--- config.mk ---
export PLATFORM = sky130hd
export DESIGN_NAME = icache_dm
export DESIGN_NICKNAME = d
export VERILOG_FILES = /design/src/rtl/icache_dm_pkg.sv /design/src/rtl/icache_ram.sv /design/src/rtl/icache_dm.sv
export SDC_FILE = /design/constraint.sdc
export NUM_CORES = 2
export LEC_CHECK = 0
export BUFFER_PORTS_ARGS = -buffer_cell sky130_fd_sc_hd__buf_2
export CORE_ASPECT_RATIO = 0.6
export CORE_MARGIN = 5
export CORE_UTILIZATION = 55
export DETAILED_ROUTE_END_ITERATION = 8
export PLACE_DENSITY = 0.73
export RECOVER_POWER = 25
export SYNTH_ARGS = -nofsm -noshare
export SYNTH_HDL_FRONTEND = slang
export SYNTH_SLANG_ARGS = --single-unit
--- constraint.sdc ---
create_clock -name clk -period 6.5 [get_ports clk]
set_input_delay 1.3 -clock clk [delete_from_list [all_inputs] [get_ports clk]]
set_output_delay 1.3 -clock clk [all_outputs]
set_load 0.01 [all_outputs]
--- src/rtl/icache_dm_pkg.sv ---
`default_nettype none
// ============================================================================
// Module   : icache_dm_pkg
// Brief    : Shared bus structs, memory-request constants and the cache state
//            type for the direct-mapped instruction cache.
// Revision : 1.0
// ============================================================================
package icache_dm_pkg;

    typedef struct packed {
        logic        valid;
        logic [63:0] addr;
    } ibus_req_t;

    typedef struct packed {
        logic        addr_ok;
        logic        data_ok;
        logic [31:0] data;
    } ibus_resp_t;

    typedef logic [2:0] msize_t;
    typedef logic [7:0] mlen_t;
    typedef logic [1:0] axi_burst_t;

    localparam msize_t MSIZE1 = 3'd0;
    localparam msize_t MSIZE2 = 3'd1;
    localparam msize_t MSIZE4 = 3'd2;
    localparam msize_t MSIZE8 = 3'd3;

    // Burst length is encoded as beats minus one.
    localparam mlen_t MLEN1 = 8'd0;
    localparam mlen_t MLEN2 = 8'd1;

    localparam axi_burst_t AXI_BURST_FIXED = 2'd0;
    localparam axi_burst_t AXI_BURST_INCR  = 2'd1;
    localparam axi_burst_t AXI_BURST_WRAP  = 2'd2;

    typedef struct packed {
        logic        valid;
        logic        is_write;
        msize_t      size;
        logic [63:0] addr;
        logic [7:0]  strobe;
        logic [63:0] data;
        mlen_t       len;
        axi_burst_t  burst;
    } cbus_req_t;

    typedef struct packed {
        logic        ready;
        logic        last;
        logic [63:0] data;
    } cbus_resp_t;

    typedef enum logic [0:0] {
        IDLE   = 1'b0,
        REFILL = 1'b1
    } icache_state_e;

endpackage
`default_nettype wire

--- src/rtl/icache_ram.sv ---
`default_nettype none
// ============================================================================
// Module   : icache_ram
// Brief    : Line data array, two 64-bit words per line, per-word write
//            enable, asynchronous read.
// Revision : 1.0
// ============================================================================
module icache_ram #(
    parameter int LINES = 16,
    parameter int IDX_W = $clog2(LINES)
) (
    input  logic             clk,
    input  logic [IDX_W-1:0] waddr,
    input  logic [1:0]       wen,
    input  logic [127:0]     wdata,
    input  logic [IDX_W-1:0] raddr,
    output logic [127:0]     rdata
);

    logic [127:0] r_mem [LINES];

    always_ff @(posedge clk) begin
        for (int w = 0; w < 2; w++) begin
            if (wen[w]) begin
                r_mem[waddr][w*64 +: 64] <= wdata[w*64 +: 64];
            end
        end
    end

    assign rdata = r_mem[raddr];

endmodule
`default_nettype wire

--- src/rtl/icache_dm.sv ---
`default_nettype none
// ============================================================================
// Module   : icache_dm
// Brief    : Direct-mapped, read-only instruction cache; same-cycle hits and a
//            two-beat INCR refill on a miss.
// Revision : 1.0
// ============================================================================
module icache_dm
    import icache_dm_pkg::*;
#(
    parameter int LINES      = 16,
    parameter int LINE_BYTES = 16
) (
    input  logic       clk,
    input  logic       reset,
    input  ibus_req_t  ireq,
    output ibus_resp_t iresp,
    output cbus_req_t  creq,
    input  cbus_resp_t cresp
);

    localparam int OFF_W = $clog2(LINE_BYTES);
    localparam int IDX_W = $clog2(LINES);
    localparam int TAG_W = 64 - OFF_W - IDX_W;

    icache_state_e    r_state;
    icache_state_e    w_next;
    logic             r_cnt;
    logic [LINES-1:0] r_valid;
    logic [TAG_W-1:0] r_tag [LINES];
    logic [63:0]      r_addr;

    logic [IDX_W-1:0] w_idx;
    logic [TAG_W-1:0] w_tag;
    logic [IDX_W-1:0] w_fill_idx;
    logic [TAG_W-1:0] w_fill_tag;
    logic [127:0]     w_line;
    logic [63:0]      w_word;
    logic [31:0]      w_half;
    logic             w_hit;
    logic             w_beat;
    logic             w_done;
    logic [1:0]       w_wen;
    logic             w_unused;

    assign w_idx      = ireq.addr[OFF_W +: IDX_W];
    assign w_tag      = ireq.addr[63 -: TAG_W];
    assign w_fill_idx = r_addr[OFF_W +: IDX_W];
    assign w_fill_tag = r_addr[63 -: TAG_W];
    assign w_unused   = ^ireq.addr[1:0];

    assign w_word = ireq.addr[3] ? w_line[127:64] : w_line[63:0];
    assign w_half = ireq.addr[2] ? w_word[63:32]  : w_word[31:0];
    assign w_hit  = ireq.valid && r_valid[w_idx] && (r_tag[w_idx] == w_tag);

    assign w_beat = (r_state == REFILL) && cresp.ready;
    assign w_done = w_beat && cresp.last;
    assign w_wen  = w_beat ? (2'b01 << r_cnt) : 2'b00;

    icache_ram #(
        .LINES (LINES),
        .IDX_W (IDX_W)
    ) u_ram (
        .clk   (clk),
        .waddr (w_fill_idx),
        .wen   (w_wen),
        .wdata ({cresp.data, cresp.data}),
        .raddr (w_idx),
        .rdata (w_line)
    );

    always_comb begin
        w_next = r_state;
        iresp  = '0;
        creq   = '0;
        case (r_state)
            IDLE: begin
                if (w_hit) begin
                    iresp.addr_ok = 1'b1;
                    iresp.data_ok = 1'b1;
                    iresp.data    = w_half;
                end else if (ireq.valid) begin
                    w_next = REFILL;
                end
            end
            REFILL: begin
                creq.valid = 1'b1;
                creq.size  = MSIZE8;
                creq.len   = MLEN2;
                creq.burst = AXI_BURST_INCR;
                creq.addr  = r_addr;
                if (w_done) begin
                    w_next = IDLE;
                end
            end
            default: w_next = IDLE;
        endcase
    end

    always_ff @(posedge clk or posedge reset) begin
        if (reset) begin
            r_state <= IDLE;
            r_cnt   <= 1'b0;
            r_valid <= '0;
            r_addr  <= '0;
        end else begin
            r_state <= w_next;
            // The target line is invalidated before its first beat lands so a
            // half-overwritten line can never hit.
            if ((r_state == IDLE) && (w_next == REFILL)) begin
                r_addr         <= {ireq.addr[63:OFF_W], {OFF_W{1'b0}}};
                r_valid[w_idx] <= 1'b0;
            end
            if (w_beat) begin
                r_cnt <= w_done ? 1'b0 : r_cnt + 1'b1;
            end
            if (w_done) begin
                r_valid[w_fill_idx] <= 1'b1;
            end
        end
    end

    always_ff @(posedge clk) begin
        if (w_done) begin
            r_tag[w_fill_idx] <= w_fill_tag;
        end
    end

endmodule
`default_nettype wire

==> out/metrics.yaml <==
status: "finished with violations"
violations: "capacitance limit, slew limit"
coreArea_sq_um: 213100
nNetsFinal: 5733
swShare_pct: 24.55
std_cell_rows: 131
p_leak_nw: 42.60
multi_input_area_sq_um: 26250
cp_max_fo: 20
portBuffers: 229
fillers: 14041
yosys.area_share.simple_pct: 1.576
htreeDepth: 5
netlist_instances: 5121
drt-total-wl_um: 316000
clkTransAtPathRegs_ns: 0.06
ff_latch_area_sq_um: 90360
cts_buffers: 275
combPwrFrac_pct: 10.0
min-delay-path-class: "flop to flop"
p_int_mw: 33.84
yosysWarnings: 0
synth.most_common_cell: "edfxtp_1"
routedLengthMet1_um: 129600
area_growth_pct: 12.57
tightest_slew_ns: 2.607
synthAdderAreaFrac_pct: 0
synth_area_leaders: "edfxtp_1 (75%), mux4_2 (16%), dfrtp_1 (1.7%)"
grt_max_degree: 131
crit_required_ns: 5.20
gp_congestion: 0.9555
fmax_mhz: 156.4
period_share_pct: 98.38
ys_types: 72
ys_seq_elements: 3022
cp-end-kind: "output pin"
wl_per_cell_um: 36.40
wl_met2_um: 138100
p_seq_share_pct: 54.7
ir_worst_vdd_uv: 211.1
slew_headroom_pct: -74.76
fin_skew_ns: 0.08250
setup_viol: 0
synthMuxAreaShare_pct: 18.35
drive_above_1_share_pct: 31.13
finalHoldViolCount: 0
critPathLaunchType: "input pin"
antenna_left: 0
critical_path_arrival_ns: 5.09
grt_pass1_vias: 57150
criticalPathCategory: "input pin to output pin"
grt_usage_pct: 27.90
dr.pass1.iters: 8
cap_violations: 1
post-route-min-period_ns: 6.395
dr_wl_met3_um: 40470
synth_compound_area_share_pct: 1.390
finalHoldWorstSlack_ns: 0.5521
yosys.area.top_type: "edfxtp_1"
clock_path_buffers: 4
async_flop_share_pct: 2.581
insertion_delay_ns: 0.86
hold_buffers: 0
ys.flop_type: "edfxtp_1"
rrSetupSlack_ns: 2.38
clockPowerShare_pct: 35.3
yosysTopAreaCellShare_pct: 74.90
die_y_um: 368.8
p_sw_mw: 11.01
cts_tree: "yes"
initial_core_util_pct: 55.40
synth_seq_area_share_pct: 76.55
first_iter_violations: 9219
powerDensity_nw_per_um2: 337.5
highest_layer: "met5"
synth_top_family_by_area: "multiplexers"
p_total_mw: 44.84
cts_sinks: 3022
vias_per_cell: 6.717
drc: 0
vias: 58327
grt_overflow: 0
antenna_found_initial: 49
die_w_um: 608.1
synthTopCellsByCount: "edfxtp_1 (2,944), mux4_2 (830), mux2i_1 (185)"
slew_violations: 50
pin_count: 318
grt_pass1_wl_um: 441400
synth_xor_area_share_pct: 0.2820
cts_root_buffer: "clkbuf_16"
syn_area_per_cell_sq_um: 23.05
dpl.hpwl_um: 174500
synth_enable_flop_cells: 2944
dieArea_sq_um: 224300
synth.cell_area_sq_um: 118000
[power by group through the flow]
stage	combinational [mW]	clock, mW	sequential, mW
global placement	4.36	0	24.7
finish	4.48	15.8	24.5
CTS	4.45	16.1	24.5
floorplan	2.56	0	24.3
detailed placement	4.42	0	24.9
global route	4.67	17.0	24.6
[metal layers]
metal  track usage [%]  vias to the layer above
met4             6.305                       16
met5                 0                        -
li1                  -                    22541
met1             44.09                    31264
met3             7.538                      519
met2             39.37                     3987
[critical path, stage by stage]
cell and delay (ns):
buf_8 0.22, buf_12 0.22, mux4_2 0.32, mux2i_1 0.27, mux2i_1 0.23, xnor2_1 0.25
nand2_2 0.27, a2111oi_2 0.44, buf_4 0.23, nor4b_4 0.25, nand4_1 0.17, buf_4 0.18
buf_12 0.15, nor3b_1 0.22, buf_4 0.17, buf_2 0.13
[cell type report]
| class | count | share of cell area, % |
|---|---|---|
| clock inverters | 149 | 1.013 |
| flip-flops and latches | 3022 | 68.01 |
| well taps | 2859 | 2.692 |
| inverters | 34 | 0.1045 |
| repair buffers | 476 | 2.946 |
| diodes | 19 | 0.03578 |
| multi-input cells | 1791 | 19.76 |
| clock buffers | 333 | 5.445 |
[path summary, 6_finish.rpt]
| path | endpoint | cells past startpoint | from |
|---|---|---|---|
| min in group asynchronous | r_addr[49] | 2 | reset |
| hold reg to reg | r_valid[6] | 2 | r_valid[6] |
| hold / removal | r_valid[6] | 2 | r_valid[6] |
| setup / recovery | iresp[1] | 16 | ireq[7] |
| max in group asynchronous | r_state | 3 | reset |
| setup reg to reg | r_addr[38] | 12 | r_tag[1][7] |
[cell usage in the layout, fill, tap and decap left out, types with 25 or more instances in the layout]
cell type	n
buf_2	191
buf_12	64
dfrtp_1	77
clkbuf_16	281
a22oi_1	55
nor2_4	49
mux2_4	59
clkinv_1	58
nand2_1	61
conb_1	86
buf_4	175
and2_1	67
clkinv_2	41
nor2_1	56
a31oi_1	25
mux2i_1	181
mux4_2	830
edfxtp_1	2944
clkbuf_1	83
inv_1	30
[state kept, by name, summed over array words and instances, names as in the netlist]
| signal | count |
|---|---|
| r_state | 1 |
| u_ram.r_mem | 2048 |
| r_tag | 896 |
| r_cnt | 1 |
| r_addr | 60 |
| r_valid | 16 |
[cells by family after synthesis]
| family | count (synthesis) |
|---|---|
| xor+xnor | 38 |
| buf+inv | 393 |
| mux | 1094 |
| flops | 3022 |
| simple gates | 351 |
| compound gates | 222 |
| other cells | 1 |
[what timing repair did]
item,4_1_cts,5_1_grt
pin swaps,0,4
resized for setup,4,22
setup endpoints to repair,19,34
gates cloned,0,2
buffers inserted,0,7
[stage by stage]
step	std cells	worst slack [ns]	utilization, %	setup TNS, ns	instance area [sq um]
after floorplan	5206	0.8037	-	0	118400
after global placement	8173	-0.01350	58.22	-0.02886	124100
after detailed placement	8173	-0.1002	58.22	-0.5047	124100
after CTS	8655	0.01693	62.26	0	132700
after global routing	8672	-0.02984	62.35	-0.2146	132800
final	8683	0.1054	62.36	0	132900
Note: power is estimated with default switching activity, not from simulation.
